[src/rtl/interrupt_sequencer.sv]
// Interrupt sequencer: edge-detects IRQ lines, drains memory, jumps to vector, returns on MRET.
// Optional INTERRUPT_SEQ_STATS_EN enables the saturating irq_count statistic.
module interrupt_sequencer #(
   parameter int CORE          = 0,
   parameter int ADDRESS_BITS  = 20,
   parameter int NUM_IRQ       = 4,
   parameter int VECTOR_BASE   = 'h00100,
   parameter int VECTOR_STRIDE = 'h10,
   parameter int DRAIN_TIMEOUT = 64
) (
   input  logic                    clock,
   input  logic                    reset,
   input  logic [NUM_IRQ-1:0]      irq_req,
   input  logic [NUM_IRQ-1:0]      irq_mask,
   input  logic                    global_en,
   input  logic [ADDRESS_BITS-1:0] issue_PC,
   input  logic                    memory_ready,
   input  logic                    fetch_valid,
   input  logic [6:0]              opcode_decode,
   input  logic [2:0]              funct3,
   input  logic [11:0]             imm12_decode,
   output logic                    interrupt_stall,
   output logic                    interrupt_jump,
   output logic                    interrupt_execute,
   output logic                    interrupt_done,
   output logic [ADDRESS_BITS-1:0] saved_PC,
   output logic [ADDRESS_BITS-1:0] vector_PC,
   output logic [NUM_IRQ-1:0]      irq_ack,
   output logic [3:0]              active_id,
   output logic [15:0]             irq_count
);

   localparam int CW = $clog2(DRAIN_TIMEOUT + 1);

   if (NUM_IRQ < 1 || NUM_IRQ > 16 || DRAIN_TIMEOUT < 1 || CORE < 0) begin : g_bad_param
      $error("interrupt_sequencer: illegal parameters");
   end

   typedef enum logic [2:0] {
      S_IDLE,
      S_STALL,
      S_JUMP,
      S_SERVICE,
      S_RETURN
   } state_t;

   state_t                  state_q;
   logic [NUM_IRQ-1:0]      irq_q;
   logic [NUM_IRQ-1:0]      pend_q;
   logic [NUM_IRQ-1:0]      pend_d;
   logic [NUM_IRQ-1:0]      elig;
   logic [NUM_IRQ-1:0]      clr;
   logic [CW-1:0]           cnt_q;
   logic [3:0]              win;
   logic                    mret;
   logic                    timeout;
   logic [ADDRESS_BITS-1:0] vec;

   always_comb begin
      elig = pend_q & irq_mask & {NUM_IRQ{global_en}};
      win  = 4'd0;
      for (int i = NUM_IRQ - 1; i >= 0; i--) begin
         if (elig[i]) win = 4'(i);
      end
      clr = '0;
      for (int i = 0; i < NUM_IRQ; i++) begin
         clr[i] = (state_q == S_JUMP) && (active_id == 4'(i));
      end
      // a new edge on a line being acknowledged keeps it pending
      pend_d  = (pend_q & ~clr) | (irq_req & ~irq_q);
      mret    = fetch_valid && (opcode_decode == 7'h73) &&
                (funct3 == 3'd0) && (imm12_decode == 12'h302);
      timeout = (cnt_q == CW'(DRAIN_TIMEOUT - 1));
      vec     = ADDRESS_BITS'(VECTOR_BASE) +
                ADDRESS_BITS'(win) * ADDRESS_BITS'(VECTOR_STRIDE);
   end

   always_ff @(posedge clock or negedge reset) begin
      if (!reset) begin
         state_q           <= S_IDLE;
         irq_q             <= '0;
         pend_q            <= '0;
         cnt_q             <= '0;
         interrupt_stall   <= 1'b0;
         interrupt_jump    <= 1'b0;
         interrupt_execute <= 1'b0;
         interrupt_done    <= 1'b0;
         saved_PC          <= '0;
         vector_PC         <= '0;
         irq_ack           <= '0;
         active_id         <= '0;
      end else begin
         irq_q          <= irq_req;
         pend_q         <= pend_d;
         interrupt_jump <= 1'b0;
         interrupt_done <= 1'b0;
         irq_ack        <= '0;
         unique case (state_q)
            S_IDLE: begin
               if (|elig) begin
                  state_q         <= S_STALL;
                  interrupt_stall <= 1'b1;
                  cnt_q           <= '0;
               end
            end
            S_STALL: begin
               cnt_q <= cnt_q + 1'b1;
               if (!(|elig)) begin
                  state_q         <= S_IDLE;
                  interrupt_stall <= 1'b0;
               end else if (memory_ready) begin
                  state_q        <= S_JUMP;
                  interrupt_jump <= 1'b1;
                  irq_ack        <= NUM_IRQ'(1) << win;
                  saved_PC       <= issue_PC;
                  vector_PC      <= vec;
                  active_id      <= win;
               end else if (timeout) begin
                  state_q         <= S_IDLE;
                  interrupt_stall <= 1'b0;
               end
            end
            S_JUMP: begin
               state_q           <= S_SERVICE;
               interrupt_stall   <= 1'b0;
               interrupt_execute <= 1'b1;
            end
            S_SERVICE: begin
               if (mret) begin
                  state_q        <= S_RETURN;
                  interrupt_done <= 1'b1;
               end
            end
            S_RETURN: begin
               state_q           <= S_IDLE;
               interrupt_execute <= 1'b0;
            end
            default: state_q <= S_IDLE;
         endcase
      end
   end

`ifdef INTERRUPT_SEQ_STATS_EN
   logic [15:0] count_q;

   always_ff @(posedge clock or negedge reset) begin
      if (!reset) begin
         count_q <= '0;
      end else if (state_q == S_JUMP && count_q != 16'hFFFF) begin
         count_q <= count_q + 16'd1;
      end
   end

   assign irq_count = count_q;
`else
   assign irq_count = 16'h0000;
`endif

endmodule

[config.mk]
export PLATFORM = sky130hd
export DESIGN_NAME = interrupt_sequencer
export DESIGN_NICKNAME = d
export VERILOG_FILES = /design/src/rtl/interrupt_sequencer.sv
export SDC_FILE = /design/constraint.sdc
export NUM_CORES = 1
export LEC_CHECK = 0
export CELL_PAD_IN_SITES_DETAIL_PLACEMENT = 1
export CELL_PAD_IN_SITES_GLOBAL_PLACEMENT = 1
export CORE_MARGIN = 4
export CORE_UTILIZATION = 32
export DETAILED_ROUTE_END_ITERATION = 8
export PLACE_DENSITY_LB_ADDON = 0.1
export SYNTH_ARGS = -nofsm -noshare
export SYNTH_HDL_FRONTEND = slang
export SYNTH_SLANG_ARGS = --single-unit
[constraint.sdc]
create_clock -name clock -period 5 [get_ports clock]
set_input_delay 1.25 -clock clock [delete_from_list [all_inputs] [get_ports clock]]
set_output_delay 1.25 -clock clock [all_outputs]
set_load 0.01 [all_outputs]
==> metrics.md <==
| Metric | Value |
|---|---|
| Status | `finished clean` |
| Post-Synthesis Cells | `207` |
| Arrival time at the worst endpoint | `roughly 3.0 ns` |
| Avg WL per Cell | `between 10 and 15 microns` |
| Port buffer count | `87` |
| Post-route DRC | `0` |
| CP Data Required Time | `around 5.2 ns` |
| Setup Crit Path Kind | `input port to flip-flop` |
| Final setup margin | `2.22 ns` |
| HP Class | `flip-flop to flip-flop` |
| Number of clock sinks | `49` |
| Slew @ Worst Pin | `0.515 ns` |
| Most frequent cells in the layout | `clkdlybuf4s50_1, dfrtp_1, conb_1, o21ai_0, mux2_4` |
| Post-route ant nets | `0` |
| Worst Skew | `0.00515 ns` |
| Cell Area, Synth | `roughly 0.0024 sq mm` |
| Leading area contributor after synthesis | `dfrtp_1` |
| Bufs on Longest Clock Path | `2` |
| Post-layout instance area | `~0.0033 sq mm` |
| Initial antenna violation count | `0` |
| Placed cell areas | `0.00323 sq mm` |
| Total GRT Usage | `12.4%` |
| WP buf/inv | `2` |
| Fin nets | `350` |
| TritonRoute pass-1 iters | `4` |
| Synth Area in Compound Gates | `11.0%` |
| Yosys cell types | `41` |
| Setup WS pre-CTS | `~1.9 ns` |
| Detailed-route via count | `about 1700` |
| Fmax achieved | `360 MHz` |
| Die ar. | `0.00904 sq mm` |
| Vias in the first global route | `1746` |
| Synth warn | `0` |
| First-pass GRT wire length | `8640 microns` |
| Post-CTS Resized | `0` |
| Rel. slew slack | `65.4%` |
| LEAKAGE | `approximately 1.5 nW` |
| Fraction of registers with async set/reset | `100%` |
| Commonest non-fill, non-tap cell in the layout | `clkdlybuf4s50_1` |
| H-tree levels | `2` |
| DRT iter0 DRCs | `23` |
| Worst vdd ir | `roughly 0.11 mV` |
| Worst Setup Start Kind | `input port` |
| Cts hold-fix bufs | `0` |
| Max-slew violation count | `0` |
| Avg Synthesized Cell Area | `11.7 sq um` |
| Initial Util | `33.1%` |
| Clk root buf | `clkbuf_8` |
| CTS tree | `done` |
| Number of flops mapped to enable cells by yosys | `0` |
| Crit path largest cell delay | `0.50 ns` |
| GRT overflow | `0` |
| HPWL Detailed | `4500 microns` |
| Seq/Total Area, Yosys | `50.5%` |
| CP cell instances | `clkdlybuf4s50_1 > a22o_1 > o2111a_1 > buf_4 > mux2_2` |
| Post-Synth Adder-Cell Area | `0.515%` |
| Clock transition at path regs | `0.09 ns` |
| Synth Flop Type | `dfrtp_1` |
| Final Critical Period | `2.78 ns` |
| Post-synth top area share | `50.5%` |
| Simple-gate share of the synthesized area | `approximately a tenth` |
| Core ar. | `~0.0073 sq mm` |
| Cell Pwr Density | `227 mW/mm^2` |
| Placer Congestion | `0.688` |
| Die H | `about 95 microns` |
| Crit-path max FO | `24` |
| Layout cell share with drive strength beyond 1 | `11.5%` |
| I/O pin count | `123` |
| Cts bufs inserted | `5` |
| RSZ-0062 raised after global routing | `no` |
| Cell family with most CP delay | `buffers and inverters` |
| Largest family of logic cells by synthesized area | `buffers and inverters` |
| Slowest-stage cell, CP | `clkdlybuf4s50_1` |
| Multiplexer area fraction after synthesis | `13.6%` |
| Final hold violations | `0` |
| Worst-Skew Late Latency | `0.30 ns` |
| ANT cells | `0` |
| Flop and latch count out of synthesis | `just under 50` |
| Setup_tns | `0 ns` |
| Final Cycle Share | `a little under three fifths` |
| Largest net degree at the start of global routing | `31` |
| Top area cells in the synthesized netlist | `dfrtp_1, buf_4, mux2_4, mux2_2, o21ai_0` |
| Max-cap viol count | `0` |
| Crit end category | `flip-flop` |
| Via/cell ratio | `about 4.4` |
| Synth Area in XOR/XNOR | `0%` |
| Drt total wl | `5740 microns` |
| Area added between synthesis and finish | `37.6%` |
| Final setup fails | `0` |
| # rows | `31` |
| Postcts setup bufs | `0` |
| Die span in x | `95.1 microns` |
-- layer usage --
metal	GRT usage [%]	part of all wire [%]
met1	15.0	39
met2	21.0	53
met3	4.42	7.3
met4	2.88	0.89
met5	0	0
-- stage by stage --
stage / total power [W] / hold slack (ns) / cells / util (%)
finish: 0.000759 / 0.421 / 394 / 45.6
global route: 0.000798 / 0.446 / 394 / 45.6
CTS: 0.000772 / 0.427 / 394 / 45.6
detailed placement: 0.000478 / 0.413 / 386 / 44.0
global placement: 0.000477 / 0.404 / 386 / 44.0
floorplan: 0.000445 / 0.400 / 241 / -
-- report_power, final --
part | switching, W | internal [W]
clock | 0.000139 | 0.000150
sequential | 0.000000364 | 0.000398
combinational | 0.0000312 | 0.0000409
total | 0.000171 | 0.000589
-- worst register-to-register path, stage by stage, from the launching register on --
cell and delay [ns]:
dfrtp_1 0.65, nor3b_2 0.39, o2111a_1 0.28, buf_4 0.36, mux2_2 0.40
-- synthesized netlist by cell type, drive strengths merged, types with 2 or more instances --
library cell,n
inv,7
o21ai,16
mux2i,4
nand4,2
buf,40
nor2,7
mux2,21
nor3,4
dfrtp,49
nor4b,3
o21a,2
o21bai,2
clkbuf,3
nand2,10
a22o,7
nand3,4
a21oi,4
a21o,3
nor3b,2
-- kinds of logic (layout without fill, tap and decap cells) --
kind of cell / count (synthesis) / count (layout)
buffers and inverters: 50 / 104
adder cells (fa/ha/maj): 1 / 1
AND/OR/NAND/NOR: 41 / 41
flip-flops: 49 / 49
other: 1 / 35
multiplexers: 25 / 25
AO/OA/AOI/OAI: 40 / 40
-- registers in the layout, indices dropped and copies added, names as in the netlist --
| register | count |
|---|---|
| saved_PC | 20 |
| cnt_q | 7 |
| irq_ack | 4 |
| irq_q | 4 |
| pend_q | 4 |
| state_q | 3 |
| vector_PC | 2 |
| active_id | 1 |
| interrupt_done | 1 |
| interrupt_execute | 1 |
| interrupt_jump | 1 |
| interrupt_stall | 1 |
-- worst paths after layout --
path / startpoint / to / slack (ns) / cells past startpoint
min reg2reg: irq_q[3] / pend_q[3] / 0.42 / 1
max reg2reg: state_q[0] / saved_PC[0] / 2.82 / 4
min in group asynchronous: reset / interrupt_done / 0.89 / 1
min: irq_q[3] / pend_q[3] / 0.42 / 1
max: irq_mask[0] / saved_PC[0] / 2.22 / 5
max in group asynchronous: reset / interrupt_stall / 3.36 / 2
-- area by class of cell --
cell class / instances / area (sq um)
clock buffer: 5 / 68.8
clock inverter: 3 / 43.8
fill: 798 / 3990
inverter: 7 / 26.3
multi-input combinational: 142 / 971
sequential: 49 / 1230
tap: 99 / 124
timing repair buffer: 89 / 881
No activity file was read; power rests on OpenSTA's default activity.
